[src/rtl/logicnet_lut_neuron_pipe.sv]
// Run-time programmable truth-table neuron: a 2^IN_BITS x OUT_BITS lookup table
// behind a two-stage valid/ready pipeline, filled with DEFAULT_OUT after every reset.
module logicnet_lut_neuron_pipe #(
    parameter int                  IN_BITS     = 6,
    parameter int                  OUT_BITS    = 2,
    parameter logic [OUT_BITS-1:0] DEFAULT_OUT = '0
) (
    input  logic                clk,
    input  logic                rst_n,
    input  logic                in_valid,
    output logic                in_ready,
    input  logic [IN_BITS-1:0]  in_data,
    output logic                out_valid,
    input  logic                out_ready,
    output logic [OUT_BITS-1:0] out_data,
    input  logic                wr_en,
    input  logic [IN_BITS-1:0]  wr_addr,
    input  logic [OUT_BITS-1:0] wr_data,
    output logic                init_done
);

    localparam int                 DEPTH     = 1 << IN_BITS;
    localparam logic [IN_BITS-1:0] LAST_ADDR = '1;

    typedef enum logic {INIT, RUN} state_t;

    state_t              state;
    state_t              next_state;
    logic [IN_BITS-1:0]  cnt;
    logic [OUT_BITS-1:0] lut [DEPTH];
    logic                s1_valid;
    logic [IN_BITS-1:0]  s1_addr;
    logic                stall;
    logic                accept;

    always_ff @(posedge clk or negedge rst_n) begin
        if (!rst_n) begin
            state <= INIT;
            cnt   <= '0;
        end else begin
            state <= next_state;
            if (state == INIT) begin
                cnt <= cnt + 1'b1;
            end
        end
    end

    always_comb begin
        next_state = state;
        if (state == INIT && cnt == LAST_ADDR) begin
            next_state = RUN;
        end
    end

    // in_ready is deliberately combinational from out_ready so a draining
    // downstream lets a new beat in on the same edge.
    always_comb begin
        init_done = (state == RUN);
        stall     = out_valid & ~out_ready;
        in_ready  = (state == RUN) & ~stall;
        accept    = in_valid & in_ready;
    end

    // Table has no reset; INIT overwrites every entry, external writes only in RUN.
    always_ff @(posedge clk) begin
        if (state == INIT) begin
            lut[cnt] <= DEFAULT_OUT;
        end else if (wr_en) begin
            lut[wr_addr] <= wr_data;
        end
    end

    // Reading lut with a non-blocking capture gives read-first on collisions.
    always_ff @(posedge clk or negedge rst_n) begin
        if (!rst_n) begin
            s1_valid  <= 1'b0;
            s1_addr   <= '0;
            out_valid <= 1'b0;
            out_data  <= '0;
        end else if (!stall) begin
            out_valid <= s1_valid;
            out_data  <= lut[s1_addr];
            s1_valid  <= accept;
            s1_addr   <= in_data;
        end
    end

endmodule

[config.mk]
export PLATFORM = sky130hd
export DESIGN_NAME = logicnet_lut_neuron_pipe
export DESIGN_NICKNAME = d
export VERILOG_FILES = /design/src/rtl/logicnet_lut_neuron_pipe.sv
export SDC_FILE = /design/constraint.sdc
export NUM_CORES = 1
export LEC_CHECK = 0
export ABC_AREA = 1
export CAP_MARGIN = 20
export CORE_AREA = 2 2 116 118
export CTS_CLUSTER_DIAMETER = 200
export DETAILED_ROUTE_END_ITERATION = 8
export DIE_AREA = 0 0 118 120
export PLACE_DENSITY = 0.69
export SLEW_MARGIN = 0
export SYNTH_ARGS = -nofsm -noshare
export SYNTH_HDL_FRONTEND = slang
export SYNTH_SLANG_ARGS = --single-unit
[constraint.sdc]
create_clock -name clk -period 2.7 [get_ports clk]
set_input_delay 0.27 -clock clk [delete_from_list [all_inputs] [get_ports clk]]
set_output_delay 0.27 -clock clk [all_outputs]
set_load 0.01 [all_outputs]
==> results.sh, run 1 <==
export IMPL_area_growth_pct=16.74
export IMPL_drtAntennaViolNets=0
export IMPL_clk_latency_ns=0.42
export IMPL_fmax_ghz=0.4414
export IMPL_ys_async_sr_fraction=0.1172
export IMPL_fin_cells=810
export IMPL_max_cap_viol_count=0
export IMPL_clkPwrFrac=0.471
export IMPL_yosysMostFrequentCell="nand2_1"
export IMPL_io_buffers=23
export IMPL_post_cts_resized=0
export IMPL_p_per_area_nw_per_um2=686.9
export IMPL_synthTopCellsByCount="175 x nand2_1, 128 x edfxtp_1, 119 x nand3_1, 71 x nor2_1, 21 x inv_1"
export IMPL_yosys_top_cells_area="edfxtp_1 61%, nand2_1 10%, nand3_1 9.5%"
export IMPL_viasPerCell=5.510
export IMPL_worst_pin_slew_ns=0.8148
export IMPL_skew_ns=0.009071
export IMPL_cellLeakagePower_nw=2.623
export IMPL_overflow=0
export IMPL_synth_seq_area_share=0.6782
export IMPL_startpoint_type="flip-flop"
export IMPL_critPathArrivalTime_ns=2.37
export IMPL_fin_util=0.5661
export IMPL_rr_worst_depth=4
export IMPL_yosys_area_top_type_share=0.6106
export IMPL_diodes=0
export IMPL_setup_violations_final=0
export IMPL_pwr_share_seq=0.481
export IMPL_synth_fp_nets=618
export IMPL_ys_seq_elements=145
export IMPL_finalCritPeriodShare=0.8392
export IMPL_slowest_delay_ns=0.51
export IMPL_yosys_area_top_type="edfxtp_1"
export IMPL_dp_cells=778
export IMPL_grt_max_degree=66
export IMPL_finalSetupTns_ns=0
export IMPL_synthCells=598
export IMPL_cp_required_ns=2.80
export IMPL_hold_buffers=0
export IMPL_cts_root_buf="clkbuf_16"
export IMPL_antenna_found_initial=0
export IMPL_drt_total_wl_mm=14.36
export IMPL_num_vias=4463
export IMPL_ys_flop_type="edfxtp_1"
export IMPL_slowest_stage="o21ai_1"
export IMPL_synth_area_um2=6295
export IMPL_switching_share=0.2112
export IMPL_intPower_mw=3.982
export IMPL_tritoncts="done"
export IMPL_run_status="finished, final reports clean"
export IMPL_rows=42
export IMPL_clk_pin_slew_ns=0.06
export IMPL_crit_chain="nand2_2 > o21ai_1 > nand4_2 > nor2_1"
export IMPL_drc=0
export IMPL_synth_edf_count=128
export IMPL_pin_count=24
export IMPL_rsz0062_at_grt="false"
export IMPL_die_h_um=120
export IMPL_drtIter0Drc=443
export IMPL_die_area_um2=14160
export IMPL_grt_pass1_wl_mm=23.20
export IMPL_core_area_um2=12980
export IMPL_wire_per_inst_um=17.72
export IMPL_start_util=0.4850
export IMPL_drtPass1Iterations=5
export IMPL_post_cts_buffers=0
export IMPL_yosys_warnings=0
export IMPL_endpoint_kind="flip-flop"
export IMPL_hpwlAfterDp_mm=8.731
export IMPL_drive_gt1_frac=0.09306
export IMPL_stdcell_area_um2=7348
export IMPL_cts_buffers=17
export IMPL_drv_slew=0
export IMPL_finalHoldViolations=0
export IMPL_grt_pass1_vias=4458
export IMPL_cts_sinks=145
export IMPL_grt_usage=0.2185
export IMPL_hold_path_class="in2async"
export IMPL_nets=641
export IMPL_ys_types=22
export IMPL_slew_headroom=0.4551
export IMPL_min_period_ns=2.266
export IMPL_ir_drop_mv=0.4838
export IMPL_htree_num_levels=4
export IMPL_power_switching_mw=1.066
export IMPL_power_share_combinational=0.048
export IMPL_place_congestion=0.7998
export IMPL_avgSynthCellArea_um2=10.53
export IMPL_placed_area_um2=6743
export IMPL_crit_type="reg2reg"
export IMPL_die_w_um=118
export IMPL_clockBufferDepth=2
export IMPL_crit_fanout=14
[power groups by stage]
stage | registers [mW] | logic [mW] | clock network [mW]
after global routing | 2.43 | 0.273 | 2.50
after floorplan | 2.47 | 0.151 | 0
after detailed placement | 2.47 | 0.242 | 0
after global placement | 2.47 | 0.237 | 0
after CTS | 2.43 | 0.245 | 2.39
final | 2.43 | 0.244 | 2.38
[routing by layer]
metal	vias to the layer above	global-route usage	share of wire
met4	0	0.08358	0.020
met3	26	0.05989	0.077
met5	-	0	0
li1	2094	-	-
met1	2159	0.2812	0.42
met2	184	0.3554	0.48
[cells by family after synthesis]
| group | count (synthesis) | synth area share |
|---|---|---|
| and+or+nand+nor | 380 | 0.2640 |
| DFF | 145 | 0.6782 |
| buffers and inverters | 53 | 0.03657 |
| AOI/OAI and AO/OA | 14 | 0.01232 |
| xor gates and xnor gates | 5 | 0.006958 |
| adders and majority gates | 1 | 0.001987 |
[metrics by stage]
stage	setup WS [ns]	power, mW	hold slack [ns]
CTS	0.4476	5.062	0.3605
global placement	0.2966	2.709	0.4335
floorplan	-0.04790	2.619	-0.02559
global route	0.2722	5.198	0.3690
finish	0.4343	5.048	0.3212
detailed placement	0.1704	2.714	0.4395
[layout make-up]
class,instances,area (um^2)
clock buffers,19,442.9
flip-flops and latches,145,4270
inverters,25,93.84
clock inverters,13,162.7
repair buffers,32,347.8
multi-input cells,400,1810
well taps,176,220.2
fillers,1086,5632
[worst paths after layout]
check	startpoint	endpoint	slack [ns]
max reg2reg	init_done$_DFFE_PN0P_	lut[50][0]$_DFFE_PP_	0.43
max	init_done$_DFFE_PN0P_	lut[50][0]$_DFFE_PP_	0.43
max in group asynchronous	rst_n	s1_addr[0]$_DFFE_PN0N_	1.81
min	rst_n	cnt[1]$_DFFE_PN0N_	0.32
min in group clk	in_data[1]	s1_addr[1]$_DFFE_PN0N_	0.43
min reg2reg	s1_valid$_DFFE_PN0N_	out_valid$_DFFE_PN0N_	0.45
[state kept, by name, indices dropped and copies added, names as in the netlist]
| signal | flops |
|---|---|
| init_done | 1 |
| cnt | 6 |
| s1_valid | 1 |
| out_data | 2 |
| s1_addr | 6 |
| out_valid | 1 |
| lut | 128 |
[placed cells by master (no fill, tap or decap), drive strengths merged]
| master | n |
|---|---|
| clkbuf | 19 |
| ha | 1 |
| or2 | 1 |
| clkinvlp | 6 |
| clkinv | 7 |
| xnor2 | 2 |
| nand2 | 178 |
| clkdlybuf4s50 | 23 |
| nand4 | 10 |
| dfrtp | 17 |
| nor2 | 71 |
| xor2 | 3 |
| edfxtp | 128 |
| nand3 | 119 |
| inv | 22 |
| o21ai | 14 |
| bufinv | 3 |
| buf | 9 |
| nor3 | 1 |
[critical path: cells and delay by family (launching register included)]
family | cells | cell delay, ns
AO/OA/AOI/OAI | 1 | 0.51
AND/OR/NAND/NOR | 3 | 0.97
flip-flops | 1 | 0.46
Note: power is estimated with default switching activity, not from simulation.
==> run 2: changes to the inputs <==
--- a/config.mk
+++ b/config.mk
@@ -11,7 +11,7 @@
 export CTS_CLUSTER_DIAMETER = 200
 export DETAILED_ROUTE_END_ITERATION = 8
 export DIE_AREA = 0 0 118 120
-export PLACE_DENSITY = 0.69
+export PLACE_DENSITY = 0.66
 export SLEW_MARGIN = 0
 export SYNTH_ARGS = -nofsm -noshare
 export SYNTH_HDL_FRONTEND = slang
==> constraint.sdc (replaced) <==
create_clock -name clk -period 2.25 [get_ports clk]
set_input_delay 0.225 -clock clk [delete_from_list [all_inputs] [get_ports clk]]
set_output_delay 0.225 -clock clk [all_outputs]
set_load 0.01 [all_outputs]
==> run 2 against run 1 <==
Compared with the run above:
- clock-buffer cell count up 2
- clock power up 25%
- highest routed layer unchanged
- global-route usage down 0.35 points
- sequential share of layout area down 1.5 points
- total power up 23%
- critical endpoint is now lut[55][1]$_DFFE_PP_
- routed wire length up 0.75%
- first-iteration DRC count down 21%
- combinational power up 23%
- sequential power up 20%
- flip-flop and latch count unchanged
==> results.sh, run 2 (synthesis results as in run 1) <==
export IMPL_finalCritPeriodShare=0.9322
export IMPL_place_congestion=0.7771
export IMPL_rsz0062_at_grt="true"
export IMPL_power_share_combinational=0.048
export IMPL_max_cap_viol_count=0
export IMPL_wire_per_inst_um=17.45
export IMPL_clkPwrFrac=0.482
export IMPL_diodes=0
export IMPL_drtIter0Drc=352
export IMPL_grt_max_degree=66
export IMPL_critPathArrivalTime_ns=2.20
export IMPL_rr_worst_depth=8
export IMPL_holdWs_ns=0.2984
export IMPL_startpoint_type="flip-flop"
export IMPL_drtAntennaViolNets=0
export IMPL_layout_common_cells="174 x nand2_1, 128 x edfxtp_1, 119 x nand3_1"
export IMPL_viasPerCell=5.428
export IMPL_die_area_um2=14160
export IMPL_endpoint_kind="flip-flop"
export IMPL_antenna_found_initial=0
export IMPL_core_area_um2=12980
export IMPL_mostFrequentLayoutCell="nand2_1"
export IMPL_intPower_mw=4.972
export IMPL_ir_drop_mv=0.4743
export IMPL_fmax_ghz=0.4768
export IMPL_grt_pass1_wl_mm=22.79
export IMPL_power_switching_mw=1.218
export IMPL_num_vias=4500
export IMPL_io_buffers=23
export IMPL_cts_root_buf="clkbuf_16"
export IMPL_grt_usage=0.2150
export IMPL_htree_num_levels=4
export IMPL_drtPass1Iterations=5
export IMPL_cts_sinks=145
export IMPL_min_period_ns=2.097
export IMPL_ff2ff_setup_slack_ns=0.15
export IMPL_clk_pin_slew_ns=0.06
export IMPL_cp_endpoint="lut[55][1]$_DFFE_PP_"
export IMPL_grt_pass1_vias=4582
export IMPL_worst_pin_slew_ns=0.8583
export IMPL_area_growth_pct=19.82
export IMPL_crit_fanout=11
export IMPL_clockBufferDepth=2
export IMPL_post_cts_resized=0
export IMPL_nets=660
export IMPL_r2r_end="lut[55][1]$_DFFE_PP_"
export IMPL_start_util=0.4850
export IMPL_largest_register_ff_count=128
export IMPL_post_cts_buffers=0
export IMPL_reg2reg_from="init_done$_DFFE_PN0P_"
export IMPL_crit_type="reg2reg"
export IMPL_cellLeakagePower_nw=2.738
export IMPL_stdcell_area_um2=7542
export IMPL_run_status="finished, final reports clean"
export IMPL_die_h_um=120
export IMPL_placed_area_um2=6910
export IMPL_cts_buffers=17
export IMPL_cp_required_ns=2.36
export IMPL_drt_total_wl_mm=14.46
export IMPL_die_w_um=118
export IMPL_hold_path_class="in2async"
export IMPL_drv_slew=0
export IMPL_pwr_share_seq=0.470
export IMPL_fill_cells=1071
export IMPL_finalHoldViolations=0
export IMPL_hold_buffers=0
export IMPL_pin_count=24
export IMPL_hpwlAfterDp_mm=9.036
export IMPL_crit_start="init_done$_DFFE_PN0P_"
export IMPL_skew_ns=0.007485
export IMPL_regMostFlops="lut"
export IMPL_slew_headroom=0.4260
export IMPL_top_regs="lut (128), cnt (6), s1_addr (6)"
export IMPL_finalSetupTns_ns=0
export IMPL_drive_gt1_frac=0.1164
export IMPL_drc=0
export IMPL_p_per_area_nw_per_um2=820.7
export IMPL_overflow=0
export IMPL_switching_share=0.1968
export IMPL_rows=42
export IMPL_clk_latency_ns=0.42
export IMPL_setup_violations_final=0
export IMPL_tritoncts="done"
[run 2: cell types whose count changed in the layout (fill, tap and decap cells not counted), moves of 2 or more]
cell / change
clkinvlp_4: -4
clkbuf_1: +3
buf_4: +17
bufinv_16: +2
buf_12: +2
[run 2: metrics by stage]
| step | cells | power (mW) | util | worst slack (ns) |
|---|---|---|---|---|
| 4_1_cts | 829 | 6.224 | 0.5809 | 0.1600 |
| 3_3_place_gp | 797 | 3.250 | 0.5324 | 0.05432 |
| 6_report | 829 | 6.190 | 0.5811 | 0.1526 |
| 5_1_grt | 829 | 6.370 | 0.5811 | -0.01292 |
| 3_5_place_dp | 797 | 3.260 | 0.5324 | -0.01497 |
| 2_1_floorplan | 598 | 3.142 | - | -0.4979 |
[run 2: how the worst min path moves through the flow]
stage | to | slack (ns) | start
after detailed placement | out_valid$_DFFE_PN0N_ | 0.44 | s1_valid$_DFFE_PN0N_
after floorplan | cnt[0]$_DFFE_PN0N_ | -0.07 | rst_n
after global placement | out_valid$_DFFE_PN0N_ | 0.43 | s1_valid$_DFFE_PN0N_
after CTS | out_data[1]$_DFFE_PN0N_ | 0.30 | rst_n
final | out_data[1]$_DFFE_PN0N_ | 0.30 | rst_n
after global routing | s1_addr[1]$_DFFE_PN0N_ | 0.34 | rst_n
[run 2: power groups by stage]
stage	clock network, mW	registers (mW)	logic (mW)
floorplan	0	2.96	0.181
global placement	0	2.96	0.289
detailed placement	0	2.96	0.298
CTS	3.02	2.91	0.301
global route	3.13	2.91	0.332
finish	2.98	2.91	0.300
[run 2: critical path, stage by stage, from the launching register on]
cell     delay [ns]
dfrtp_1        0.49
nand2_2        0.19
buf_4          0.18
nand2_1        0.05
o21ai_1        0.08
buf_4          0.15
nor2_1         0.17
nand2_1        0.23
nor2_1         0.25
[run 2: layout make-up]
cell class | count | area, um^2 | area share
multi-input cells | 400 | 1813 | 0.2404
flip-flops and latches | 145 | 4270 | 0.5662
clock buffers | 21 | 440.4 | 0.05839
clock inverters | 11 | 188.9 | 0.02505
inverters | 25 | 93.84 | 0.01244
repair buffers | 51 | 515.5 | 0.06835
well taps | 176 | 220.2 | 0.02920
[run 2: layer usage]
layer | wire [um] | GRT usage
met2 | 7119 | 0.3761
met4 | 441 | 0.09789
met1 | 6039 | 0.2500
met5 | 0 | 0
met3 | 862 | 0.05418
